**src/rtl/keypad_pkg.sv**
```systemverilog
// Shared definitions for the 4x6 membrane keypad: geometry, phase encoding and
// the keycode-to-matrix decode also used by the scanner's decoder.
package keypad_pkg;

  localparam int KP_ROWS   = 4;
  localparam int KP_COLS   = 6;
  localparam int KEYCODE_W = 5;
  localparam int KEY_MAX   = 23;

  typedef enum logic [1:0] {
    IDLE,
    BOUNCE,
    PRESS,
    RELEASE
  } kp_state_t;

  typedef struct packed {
    logic [1:0] row;
    logic [2:0] col;
  } kp_pos_t;

  // Keys are numbered row-major: row = code / 6, col = code % 6.
  function automatic kp_pos_t kp_decode(input logic [KEYCODE_W-1:0] code);
    kp_pos_t pos;
    pos.row = 2'(code / KEYCODE_W'(KP_COLS));
    pos.col = 3'(code % KEYCODE_W'(KP_COLS));
    return pos;
  endfunction

  // Phase counter must hold the largest phase length; 17 bits covers 20 ms at 5 MHz.
  function automatic int kp_cnt_width(input int a, input int b, input int c);
    int m;
    int w;
    m = a;
    if (b > m) m = b;
    if (c > m) m = c;
    w = $clog2(m + 1);
    return (w < 17) ? 17 : w;
  endfunction

endpackage

```
**src/rtl/kp_cycle_timer.sv**
```systemverilog
// Loadable down-counter shared by all keypad phases; o_done marks the last
// cycle of the loaded length. It stops at 1 and never wraps.
module kp_cycle_timer #(
  parameter int W = 17
) (
  input  logic         i_clk,
  input  logic         i_rst,
  input  logic         i_load,
  input  logic [W-1:0] i_value,
  output logic         o_done
);

  logic [W-1:0] r_count;

  always_ff @(posedge i_clk or posedge i_rst) begin
    if (i_rst) begin
      r_count <= '0;
    end else if (i_load) begin
      r_count <= i_value;
    end else if (r_count > W'(1)) begin
      r_count <= r_count - W'(1);
    end
  end

  assign o_done = (r_count == W'(1));

endmodule

```
**src/rtl/keypad_emulator.sv**
```systemverilog
// Synthesizable stand-in for the 4x6 membrane keypad: times a requested key
// press (with optional contact bounce) and answers the scanner's row strobes.
module keypad_emulator
  import keypad_pkg::*;
#(
  parameter int PRESS_CYCLES   = 100000,
  parameter int RELEASE_CYCLES = 100000,
  parameter int BOUNCE_EDGES   = 0,
  parameter int BOUNCE_CYCLES  = 500
) (
  input  logic       clk,
  input  logic       reset,
  input  logic       key_valid,
  input  logic [4:0] key_code,
  output logic       key_ready,
  output logic       err,
  output logic       busy,
  input  logic [3:0] kprow,
  output logic [5:0] kpcol,
  output logic [1:0] dbg_state
);

  localparam int CNT_W  = kp_cnt_width(PRESS_CYCLES, RELEASE_CYCLES, BOUNCE_CYCLES);
  localparam int EDGE_W = (BOUNCE_EDGES > 0) ? $clog2(BOUNCE_EDGES + 1) : 1;

  localparam logic [CNT_W-1:0]  L_PRESS   = CNT_W'(PRESS_CYCLES);
  localparam logic [CNT_W-1:0]  L_RELEASE = CNT_W'(RELEASE_CYCLES);
  localparam logic [CNT_W-1:0]  L_BOUNCE  = CNT_W'(BOUNCE_CYCLES);
  localparam logic [EDGE_W-1:0] L_EDGES   = EDGE_W'(BOUNCE_EDGES);

  kp_state_t         r_state;
  logic              r_contact;
  logic [1:0]        r_row;
  logic [2:0]        r_col;
  logic [EDGE_W-1:0] r_edges;
  logic              r_ready;
  logic              r_busy;
  logic              r_err;

  kp_pos_t           w_pos;
  logic              w_code_ok;
  logic              w_accept;
  logic              w_invalid;
  logic              w_load;
  logic [CNT_W-1:0]  w_value;
  logic              w_done;

  // Handshake: a request transfers on a rising edge where key_valid and
  // key_ready are both high; key_valid while busy is dropped, never queued.
  assign w_pos     = kp_decode(key_code);
  assign w_code_ok = (key_code <= KEYCODE_W'(KEY_MAX));
  assign w_accept  = key_valid && (r_state == IDLE) && w_code_ok;
  assign w_invalid = key_valid && (r_state == IDLE) && !w_code_ok;

  always_comb begin
    w_load  = 1'b0;
    w_value = '0;
    case (r_state)
      IDLE: begin
        if (w_accept) begin
          w_load  = 1'b1;
          w_value = (BOUNCE_EDGES > 0) ? L_BOUNCE : L_PRESS;
        end
      end
      BOUNCE: begin
        if (w_done) begin
          w_load  = 1'b1;
          w_value = (r_edges == EDGE_W'(1)) ? L_PRESS : L_BOUNCE;
        end
      end
      PRESS: begin
        if (w_done) begin
          w_load  = 1'b1;
          w_value = L_RELEASE;
        end
      end
      default: begin
        w_load  = 1'b0;
        w_value = '0;
      end
    endcase
  end

  kp_cycle_timer #(
    .W(CNT_W)
  ) u_timer (
    .i_clk   (clk),
    .i_rst   (reset),
    .i_load  (w_load),
    .i_value (w_value),
    .o_done  (w_done)
  );

  always_ff @(posedge clk or posedge reset) begin
    if (reset) begin
      r_state   <= IDLE;
      r_contact <= 1'b0;
      r_row     <= '0;
      r_col     <= '0;
      r_edges   <= '0;
      r_ready   <= 1'b1;
      r_busy    <= 1'b0;
      r_err     <= 1'b0;
    end else begin
      r_err <= w_invalid;
      case (r_state)
        IDLE: begin
          if (w_accept) begin
            r_row     <= w_pos.row;
            r_col     <= w_pos.col;
            r_contact <= 1'b1;
            r_edges   <= L_EDGES;
            r_ready   <= 1'b0;
            r_busy    <= 1'b1;
            r_state   <= (BOUNCE_EDGES > 0) ? BOUNCE : PRESS;
          end
        end
        BOUNCE: begin
          // An even toggle count leaves the contact closed for the stable press.
          if (w_done) begin
            r_contact <= ~r_contact;
            r_edges   <= r_edges - EDGE_W'(1);
            if (r_edges == EDGE_W'(1)) begin
              r_state <= PRESS;
            end
          end
        end
        PRESS: begin
          if (w_done) begin
            r_contact <= 1'b0;
            r_state   <= RELEASE;
          end
        end
        RELEASE: begin
          if (w_done) begin
            r_state <= IDLE;
            r_ready <= 1'b1;
            r_busy  <= 1'b0;
          end
        end
        default: begin
          r_state <= IDLE;
        end
      endcase
    end
  end

  // Passive switch: the latched column follows the latched row strobe directly.
  always_comb begin
    kpcol = '1;
    if (r_contact && !kprow[r_row]) begin
      kpcol[r_col] = 1'b0;
    end
  end

  assign key_ready = r_ready;
  assign busy      = r_busy;
  assign err       = r_err;
  assign dbg_state = r_state;

endmodule

```
**config.mk**
```make
export PLATFORM = sky130hd
export DESIGN_NAME = keypad_emulator
export DESIGN_NICKNAME = d
export VERILOG_FILES = /design/src/rtl/keypad_pkg.sv /design/src/rtl/kp_cycle_timer.sv /design/src/rtl/keypad_emulator.sv
export SDC_FILE = /design/constraint.sdc
export NUM_CORES = 1
export LEC_CHECK = 0
export ABC_AREA = 1
export BUFFER_PORTS_ARGS = -buffer_cell sky130_fd_sc_hd__buf_4
export CAP_MARGIN = 20
export CORE_AREA = 2 2 65 67
export CTS_BUF_LIST = sky130_fd_sc_hd__clkbuf_16
export DETAILED_ROUTE_END_ITERATION = 8
export DIE_AREA = 0 0 67 69
export GPL_ROUTABILITY_DRIVEN = 1
export PLACE_DENSITY_LB_ADDON = 0.12
export SYNTH_ARGS = -nofsm -noshare
export SYNTH_HDL_FRONTEND = slang
export SYNTH_SLANG_ARGS = --single-unit
```
**constraint.sdc**
```tcl
create_clock -name clk -period 1.79 [get_ports clk]
set_clock_uncertainty 0.15 [all_clocks]
set_input_delay 0.2685 -clock clk [delete_from_list [all_inputs] [get_ports clk]]
set_output_delay 0.2685 -clock clk [all_outputs]
set_load 0.01 [all_outputs]
```
==> metrics.txt <==
status=finished, violations left; violated checks=negative setup slack; crit-path max FO=3; flop2flop setup slack=0.04 ns; Crit path max-delay family=simple AND/OR/NAND/NOR gates; clk sink count=29; CP bufs+invs=1; met3 WL=241 um; Leak=1.45 nW; 1st-iter DRT viols=101; die area=4620 um^2; Slew HR=74.7%; Die W=67 um; Max H-tree Level=2; Skew-Pair Late Insertion Delay=0.28 ns; pin count of the biggest net entering global routing=30; Top Layer Used=met4; RSZ-0062 raised after global routing=true; cell mode on critical path=o211ai_1; CP Cell Sequence=or2_4 > o211ai_1 > o211ai_1 > nor2_2 > nand2_1 > buf_6; clock slew at reported path FFs=0.05 ns; Pwr Density=1690 nW/um^2; vias after detailed routing=1950; crit share post-route=109%; WS Path Type=reg2out; FF-to-FF path depth=7; Seq/Total Area, Yosys=36.4%; post-synth top area cell=dfrtp_1; Starting Density=51.0%; hold path cells=3; WL met2=2560 um; Setup TNS=-0.785 ns; drt total wl=5010 um; fraction of layout cells with a size suffix above 1=35.8%; Final Hold Fails=0; Worst setup SP type=flop; Port Buffers=22; worst-margin pin slew=0.379 ns; fillers=301; number of top-level pins=23; pre-CTS worst setup slack=-0.241 ns; min cycle time layout=1.95 ns; wire length per cell=12.9 um; Vias/cell=5.03; Synth Register Bits=29; utilization after layout=72.8%; clock tree buffer depth=2; Slowest-stage cell, CP=dfrtp_1; Ys Warns=0; Max Clk Rate=512 MHz; Final setup viols=6; cell count along the critical path=6; # Max-Cap Violations=0; Met1 Wirelength=2080 um; Placer Congestion=0.822; cts bufs inserted=5; VDD IR max=950 uV; Crit path required time=1.37 ns; final net count=358; ranking of synthesized cells by area=dfrtp_1 35%, nand2_1 13%, inv_1 7.9%; global route overflow=0; # DRC=0; Die H=69 um; initial antenna violation count=0; pins over their slew limit=0; HP Class=in2reg; critical path arrival=1.53 ns; DPL Wire Length=3170 um; Post-Syn Area=2000 um^2; Yosys top cell area share=35.1%; Core ar.=3910 um^2; global-route wire length before repair=7620 um; drt pass-1 iters=4; library cells used by synthesis=29; Gate Count Post-Synth=275; post-synth net total=296; fin worst setup slack=-0.162 ns; slowest cell delay on critical path=0.37 ns; CTS root buf=clkbuf_16; cell row count=23; vias in the first global route=1770; Total GRT Usage=21.2%; ANT nets after route=0; diode count=0; Crit. End Element=output pin; CTS tree=done; Mean Syn Cell Area=7.26 um^2; P&R area growth vs syn=42.6%
## power by group
part	internal (mW)	total, mW	switching, mW
sequential	0.958	1.22	0.265
combinational	1.21	2.80	1.60
clock	0.501	0.793	0.291
## cell usage after synthesis, drive strengths merged
master	count
nand2	75
inv	44
nor2	39
dfrtp	28
nand3	26
a21oi	14
o21ai	13
ha	9
xor2	7
nor3	5
xnor2	5
buf	2
nand4	2
o211ai	2
a31oi	1
dfstp	1
nand3b	1
or2	1
## through the flow
| stage | hold WS [ns] | total power [mW] | instances | cell area, um^2 |
|---|---|---|---|---|
| final | 0.123 | 4.82 | 388 | 2850 |
| after CTS | 0.127 | 4.34 | 380 | 2610 |
| after detailed placement | 0.228 | 3.46 | 369 | 2430 |
| after floorplan | 0.196 | 2.82 | 275 | 2040 |
| after global routing | 0.125 | 5.17 | 388 | 2850 |
| after global placement | 0.219 | 3.43 | 369 | 2430 |
## final timing paths
check | endpoint | from
max | kpcol[0] | r_row[0]
min | err | key_valid
max reg2reg | u_timer.r_count[16] | u_timer.r_count[8]
min reg2reg | key_ready | key_ready
max in group asynchronous | key_ready | reset
min in group asynchronous | busy | reset
## layout make-up
class	count	area (um^2)	share of cell area (%)
Sequential cell	29	729	25.6
Timing Repair Buffer	55	445	15.6
Clock inverter	3	12.5	0.439
Inverter	44	181	6.37
Multi-Input combinational cell	202	1290	45.3
Tap cell	50	62.6	2.20
Clock buffer	5	125	4.39
## registers in the layout (all words and copies together) (netlist names)
name	cells
key_ready	1
busy	1
r_col	3
dbg_state	2
r_contact	1
r_edges	1
r_row	2
u_timer.r_count	17
err	1
## repair_timing
action / in CTS / in global routing
hold buffers: 1 / 0
gates resized for setup: 7 / 44
setup endpoints to repair: 18 / 29
hold endpoints to repair: 28 / 0
setup buffers: 2 / 6
pin swaps: 4 / 19
gates cloned: 0 / 2
## tightest hold or removal path: cells and delay by family
family	cells	cell delay, ns
simple gates	2	0.13
buf+inv	1	0.12
## cells by family after synthesis
group | synth area share [%]
AO/OA/AOI/OAI | 8.58
XOR/XNOR | 5.26
adder cells (fa/ha/maj) | 5.64
buffers and inverters | 9.40
flip-flops | 36.4
AND/OR/NAND/NOR | 34.7
## cell usage in the layout (no fill, tap or decap), types with 3 or more instances in the layout
cell type  count
buf_6          6
inv_2          8
nor2_2        11
dfrtp_1       26
clkbuf_16      5
xnor2_1        5
nand2_2        7
nand2_8        3
ha_4           3
nor2_4         7
nor2_1        21
o21ai_1        6
xor2_1         7
inv_1         34
nand2_1       62
o21ai_0        6
nand3_1       21
ha_1           4
nand2_4        5
nand3_2        3
a21oi_1       12
buf_4         47
nor3_1         4
## routing by layer
layer / GRT usage, % / vias up
met5: 0 / -
met4: 7.03 / 0
met3: 6.20 / 15
met2: 35.3 / 44
met1: 25.7 / 902
li1: - / 989
No activity file was read; power rests on OpenSTA's default activity.
